===== src/rtl/axi4_st_rx_pkg.sv =====
// Shared definitions for the 16-bit AXI4-Stream receiver: default width,
// protocol-checker state encoding and pointer-width helper.
package axi4_st_pkg;

    localparam int unsigned DATA_W_DEF = 16;

    typedef enum logic {
        ST_IDLE = 1'b0,
        ST_PEND = 1'b1
    } chk_state_t;

    // One extra MSB beyond the address bits distinguishes full from empty.
    function automatic int unsigned ptr_w(input int unsigned depth);
        return $clog2(depth) + 1;
    endfunction

endpackage


===== src/rtl/axi4_st_rx_if.sv =====
// AXI4-Stream handshake bundle between stream master and axi4_st_rx.
// Carries tlast only when AXIS_RX_TLAST_EN is defined.
interface axi4_st_rx_if #(
    parameter int unsigned DATA_W = 16
) ();

    logic [DATA_W-1:0] tdata;
    logic              tvalid;
    logic              tready;
`ifdef AXIS_RX_TLAST_EN
    logic              tlast;

    modport master (output tdata, output tvalid, output tlast, input tready);
    modport slave  (input tdata, input tvalid, input tlast, output tready);
`else
    modport master (output tdata, output tvalid, input tready);
    modport slave  (input tdata, input tvalid, output tready);
`endif

endinterface


===== src/rtl/axi4_st_rx_fifo.sv =====
// Synchronous FWFT FIFO with MSB-extended pointers; push/pop are gated
// internally by full/empty so callers may request freely.
module axis_rx_fifo
    import axi4_st_pkg::*;
#(
    parameter int unsigned WIDTH = 16,
    parameter int unsigned DEPTH = 8
) (
    input  logic                      clk,
    input  logic                      rst,
    input  logic                      wr_en,
    input  logic [WIDTH-1:0]          wr_data,
    input  logic                      rd_en,
    output logic [WIDTH-1:0]          rd_data,
    output logic                      full,
    output logic                      empty,
    output logic [ptr_w(DEPTH)-1:0]   count
);

    localparam int unsigned PW = ptr_w(DEPTH);
    localparam int unsigned AW = PW - 1;

    logic [WIDTH-1:0] mem [DEPTH];
    logic [PW-1:0]    wr_ptr;
    logic [PW-1:0]    rd_ptr;
    logic             push;
    logic             pop;

    assign empty = (wr_ptr == rd_ptr);
    assign full  = (wr_ptr[AW] != rd_ptr[AW]) && (wr_ptr[AW-1:0] == rd_ptr[AW-1:0]);
    assign count = wr_ptr - rd_ptr;
    assign push  = wr_en && !full;
    assign pop   = rd_en && !empty;

    always_ff @(posedge clk or posedge rst) begin
        if (rst) begin
            wr_ptr <= '0;
            rd_ptr <= '0;
        end else begin
            if (push) wr_ptr <= wr_ptr + 1'b1;
            if (pop)  rd_ptr <= rd_ptr + 1'b1;
        end
    end

    // Storage is deliberately not reset; stale contents are hidden by empty.
    always_ff @(posedge clk) begin
        if (push) mem[wr_ptr[AW-1:0]] <= wr_data;
    end

    always_comb begin
        rd_data = '0;
        if (!empty) rd_data = mem[rd_ptr[AW-1:0]];
    end

endmodule


===== src/rtl/axi4_st_rx.sv =====
// AXI4-Stream receiver: buffers beats in a FWFT FIFO and flags master-side
// protocol violations. Optional TLAST support under AXIS_RX_TLAST_EN.
module axi4_st_rx
    import axi4_st_pkg::*;
#(
    parameter int unsigned DATA_W = DATA_W_DEF,
    parameter int unsigned DEPTH  = 8
) (
    input  logic                     in_clk,
    input  logic                     in_rst,
    axi4_st_rx_if.slave              s,
    input  logic                     in_rd_en,
    output logic [DATA_W-1:0]        o_data,
    output logic                     o_valid,
    output logic [ptr_w(DEPTH)-1:0]  o_count,
`ifdef AXIS_RX_TLAST_EN
    output logic                     o_last,
    output logic [15:0]              o_pkt_cnt,
`endif
    output logic                     o_proto_err
);

`ifdef AXIS_RX_TLAST_EN
    localparam int unsigned FW = DATA_W + 1;
`else
    localparam int unsigned FW = DATA_W;
`endif

    logic [FW-1:0] wr_word;
    logic [FW-1:0] rd_word;
    logic [FW-1:0] cap_word;
    logic          full;
    logic          empty;
    logic          accept;
    logic          violation;
    chk_state_t    state;

`ifdef AXIS_RX_TLAST_EN
    assign wr_word = {s.tlast, s.tdata};
    assign o_last  = rd_word[DATA_W];
`else
    assign wr_word = s.tdata;
`endif
    assign o_data   = rd_word[DATA_W-1:0];
    assign o_valid  = !empty;
    assign s.tready = !full;
    assign accept   = s.tvalid && !full;

    axis_rx_fifo #(
        .WIDTH (FW),
        .DEPTH (DEPTH)
    ) u_fifo (
        .clk     (in_clk),
        .rst     (in_rst),
        .wr_en   (s.tvalid),
        .wr_data (wr_word),
        .rd_en   (in_rd_en),
        .rd_data (rd_word),
        .full    (full),
        .empty   (empty),
        .count   (o_count)
    );

    // A stalled beat must stay valid and unchanged (tlast included) until taken.
    assign violation = !s.tvalid || (wr_word != cap_word);

    always_ff @(posedge in_clk or posedge in_rst) begin
        if (in_rst) begin
            state       <= ST_IDLE;
            cap_word    <= '0;
            o_proto_err <= 1'b0;
        end else begin
            case (state)
                ST_IDLE: begin
                    if (s.tvalid && full) begin
                        state    <= ST_PEND;
                        cap_word <= wr_word;
                    end
                end
                ST_PEND: begin
                    if (violation) o_proto_err <= 1'b1;
                    if (accept)    state       <= ST_IDLE;
                end
                default: state <= ST_IDLE;
            endcase
        end
    end

`ifdef AXIS_RX_TLAST_EN
    always_ff @(posedge in_clk or posedge in_rst) begin
        if (in_rst)                   o_pkt_cnt <= '0;
        else if (accept && s.tlast)   o_pkt_cnt <= o_pkt_cnt + 16'd1;
    end
`endif

endmodule


===== src/flat_wrapper.sv =====
// flat-port wrapper written by rule: the top's interface ports become plain ports
module axi4_st_rx_flat import axi4_st_pkg::*;
#(
    parameter int unsigned DATA_W = DATA_W_DEF,
    parameter int unsigned DEPTH  = 8
)
  (in_clk, in_rst, in_rd_en, o_data, o_valid, o_count, o_proto_err, s_tdata, s_tvalid, s_tready);
  axi4_st_rx_if #(.DATA_W(DATA_W)) s_i ();
  input  logic in_clk;
  input  logic in_rst;
  input  logic in_rd_en;
  output logic [DATA_W-1:0] o_data;
  output logic o_valid;
  output logic [ptr_w(DEPTH)-1:0] o_count;
  output logic o_proto_err;
  input wire logic [$bits(s_i.tdata)-1:0] s_tdata;
  input wire logic [$bits(s_i.tvalid)-1:0] s_tvalid;
  output wire logic [$bits(s_i.tready)-1:0] s_tready;
  assign s_i.tdata = s_tdata;
  assign s_i.tvalid = s_tvalid;
  assign s_tready = s_i.tready;
  axi4_st_rx #(.DATA_W(DATA_W), .DEPTH(DEPTH)) u_core (.in_clk(in_clk), .in_rst(in_rst), .s(s_i), .in_rd_en(in_rd_en), .o_data(o_data), .o_valid(o_valid), .o_count(o_count), .o_proto_err(o_proto_err));
endmodule

===== config.mk =====
export PLATFORM = sky130hd
export DESIGN_NAME = axi4_st_rx_flat
export DESIGN_NICKNAME = d
export VERILOG_FILES = /design/src/rtl/axi4_st_rx_pkg.sv /design/src/rtl/axi4_st_rx_if.sv /design/src/rtl/axi4_st_rx_fifo.sv /design/src/rtl/axi4_st_rx.sv /design/src/flat_wrapper.sv
export SDC_FILE = /design/constraint.sdc
export NUM_CORES = 1
export LEC_CHECK = 0
export ABC_CLOCK_PERIOD_IN_PS = 4410
export CORE_MARGIN = 2
export CORE_UTILIZATION = 45
export CTS_CLUSTER_SIZE = 25
export DETAILED_ROUTE_END_ITERATION = 10
export PLACE_DENSITY = 0.75
export REMOVE_ABC_BUFFERS = 1
export SYNTH_ARGS = -nofsm -noshare
export SYNTH_HDL_FRONTEND = slang
export SYNTH_SLANG_ARGS = --single-unit

===== constraint.sdc =====
create_clock -name in_clk -period 4.41 [get_ports in_clk]
set_input_delay 0.441 -clock in_clk [delete_from_list [all_inputs] [get_ports in_clk]]
set_output_delay 0.441 -clock in_clk [all_outputs]
set_load 0.01 [all_outputs]

==> out/results.txt <==
Worst path required time - 3970 ps
First-pass DRT Iterations - 4
Max-cap violations - 0
Clk buf depth - 2
ANT cells - 0
Setup violators final - 0
Max FO, Critical Path - 19
Setup tns final - 0 ps
Status - complete, no violations
Pwr dens - 735.2 mW/mm^2
Std-Cell Rows - 42
Final WL - 11.90 mm
Largest net degree at the start of global routing - 37
RSZ-0062 raised after global routing - false
Synth Area in Adders - 0.01325
Top-area cell type share of the netlist area - 0.6169
Cell Area, Synth - 0.006231 sq mm
Synth cell types - 31
Reg2Reg Depth - 7
Core Footprint - 0.01340 sq mm
Placed Cells - 560
Ranking of synthesized cells by area - edfxtp_1, mux4_2, dfrtp_1
Final period util - 0.8749
Post-DR wirelength/cell - 20.10 microns
Finished Core Util - 0.5593
Most common cell in the synthesized netlist - edfxtp_1
Non-filler cells, final - 592
Share of layout cells above drive strength 1 - 0.2356
Clk root buf - clkbuf_16
Clk_lat worst skew - 420 ps
Most frequent cells after synthesis - edfxtp_1, nand2_1, mux4_2
Post-CTS Setup Repair Bufs - 0
Clk pin slew, worst setup/hold paths - 60 ps
Number of synthesized flops with an enable pin - 128
CTS H-tree depth - 4
FF+latch count, synth - 154
Dominant synthesized flop cell - edfxtp_1
Initial Util - 0.4650
Critical Path End Type - primary output
Iter 0 DRT Violations - 250
Vias in the first global route - 3451
P_leak - 0.002579 uW
Synth async-reset ratio - 0.1688
Port bufs - 42
Worst setup path class - flop to primary output
Fmax - 0.2592 GHz
Io pins - 43
Post-Synth Simple-Gate Area - 0.04739
Final Skew - 5.845 ps
Main combinational cell family by area after synthesis - multiplexers
Worst Tran Pin Value - 1010 ps
Mapped Cells - 345
Worst Hold Depth - 1
Hold Fails Final Rpt - 0
TritonCTS clock tree - built
TritonCTS Buffers - 17
Initial antenna violation count - 0
Compound-Gate Fraction of Synth Area - 0.01847
GRT Residual Overflow - 0
Final HPWL DP - 7.361 mm
Via density - 5.407
Die width - 121.7 microns
Clock sink count - 154
Residual DRC - 0
XOR/XNOR share of the synthesized area - 0.03373
GP Congestion - 0.7221
Area Overhead vs Synth - 20.28%
CP arrival - 3420 ps
Post-cts resize count - 0
First-pass GRT wire length - 18.94 mm
HP Class - flop to flop
Yosys top cell by area - edfxtp_1
Antenna viol nets, final - 0
Setup crit start kind - flop
Seq/Total Area, Yosys - 0.7213
Tmin final - 3858 ps
Total GRT Usage - 0.1794
Chip height - 121.7 microns
IR drop worst, VDD - 297.2 uV
Mux contribution to synthesized area - 0.1480
Synth Warn # - 0
Hold bufs inserted after CTS - 0
Slew headroom - 0.3260
Nets - 429
Die area - 0.01480 sq mm
Via count - 3201
Syn Area/Cell - 18.06 sq um
Final Max Tran Viols - 0
## stage by stage
step | hold WS, ps | setup WS [ps] | total power [uW] | area [sq um]
finish | 488.4 | 551.7 | 5510 | 7495
global placement | 485.9 | 1082 | 4070 | 6895
global route | 527.8 | 383.8 | 5814 | 7495
CTS | 497.0 | 547.4 | 5575 | 7495
floorplan | 465.5 | 533.6 | 3244 | 6161
detailed placement | 484.8 | 973.7 | 4119 | 6895
## logic make-up after synthesis
group,count (synthesis)
fa+ha+maj,6
buf+inv,25
simple gates,64
flops,154
compound gates,22
mux,50
xor+xnor,24
## power by group
group          switching (uW)  leakage [uW]  internal (uW)
Combinational             955      0.000817           1050
Sequential                175       0.00148           1890
Clock                     560      0.000287            888
## cells in the final DEF (no fill, tap or decap), types with 2 or more instances in the layout
cell | Yosys | routed
clkbuf_8 | 0 | 4
nor3_2 | 0 | 2
nor2_1 | 6 | 6
clkdlybuf4s50_1 | 0 | 42
o21ai_0 | 2 | 2
xnor2_1 | 23 | 23
clkbuf_16 | 0 | 17
mux2_2 | 17 | 17
dfrtp_1 | 26 | 25
mux4_2 | 32 | 32
inv_1 | 10 | 10
ha_1 | 5 | 5
nand4_1 | 3 | 3
edfxtp_1 | 128 | 128
nand3_1 | 4 | 4
a21oi_1 | 18 | 18
buf_4 | 0 | 11
clkinvlp_4 | 0 | 4
clkinv_2 | 0 | 4
nand2_1 | 41 | 41
bufinv_16 | 0 | 2
## per-layer routing
layer  wire length (microns)  GRT usage
met1                    4952     0.2274
met2                    6073     0.2985
met3                     662    0.04775
met4                     212    0.06825
met5                       0          0
## flip-flops by register name, indices dropped and copies added (netlist names), named ones only
signal	count
u_core.cap_word	16
u_core.o_proto_err	1
u_core.u_fifo.mem	128
u_core.u_fifo.rd_ptr	4
u_core.u_fifo.wr_ptr	4
## worst max-delay path, stage by stage (launching register included)
cell and delay (ps):
dfrtp_1 330, buf_4 250, clkinv_1 570, ha_1 590, and4_2 400, a21oi_1 260
clkdlybuf4s50_1 590
## final timing paths
kind	startpoint	endpoint	slack, ps
worst min register to register	u_core.u_fifo.wr_ptr[3]$_DFFE_PP0P_	u_core.u_fifo.wr_ptr[3]$_DFFE_PP0P_	490
worst max register to register	u_core.u_fifo.rd_ptr[2]$_DFFE_PP0P_	u_core.cap_word[15]$_DFFE_PP0P_	940
worst max-delay path	u_core.u_fifo.rd_ptr[2]$_DFFE_PP0P_	o_data[4]	550
min in group asynchronous	in_rst	u_core.cap_word[12]$_DFFE_PP0P_	560
max in group asynchronous	in_rst	u_core.u_fifo.rd_ptr[0]$_DFFE_PP0P_	3160
worst min-delay path	u_core.u_fifo.wr_ptr[3]$_DFFE_PP0P_	u_core.u_fifo.wr_ptr[3]$_DFFE_PP0P_	490
## cell type report
cell class	instances	area, sq um
tap	176	220.2
clock inverter	11	118.9
fill	1053	5906
multi-input combinational	166	1635
sequential	154	4496
timing repair buffer	53	503.0
inverter	11	41.29
clock buffer	21	480.5
(Power assumes the default switching activity.)
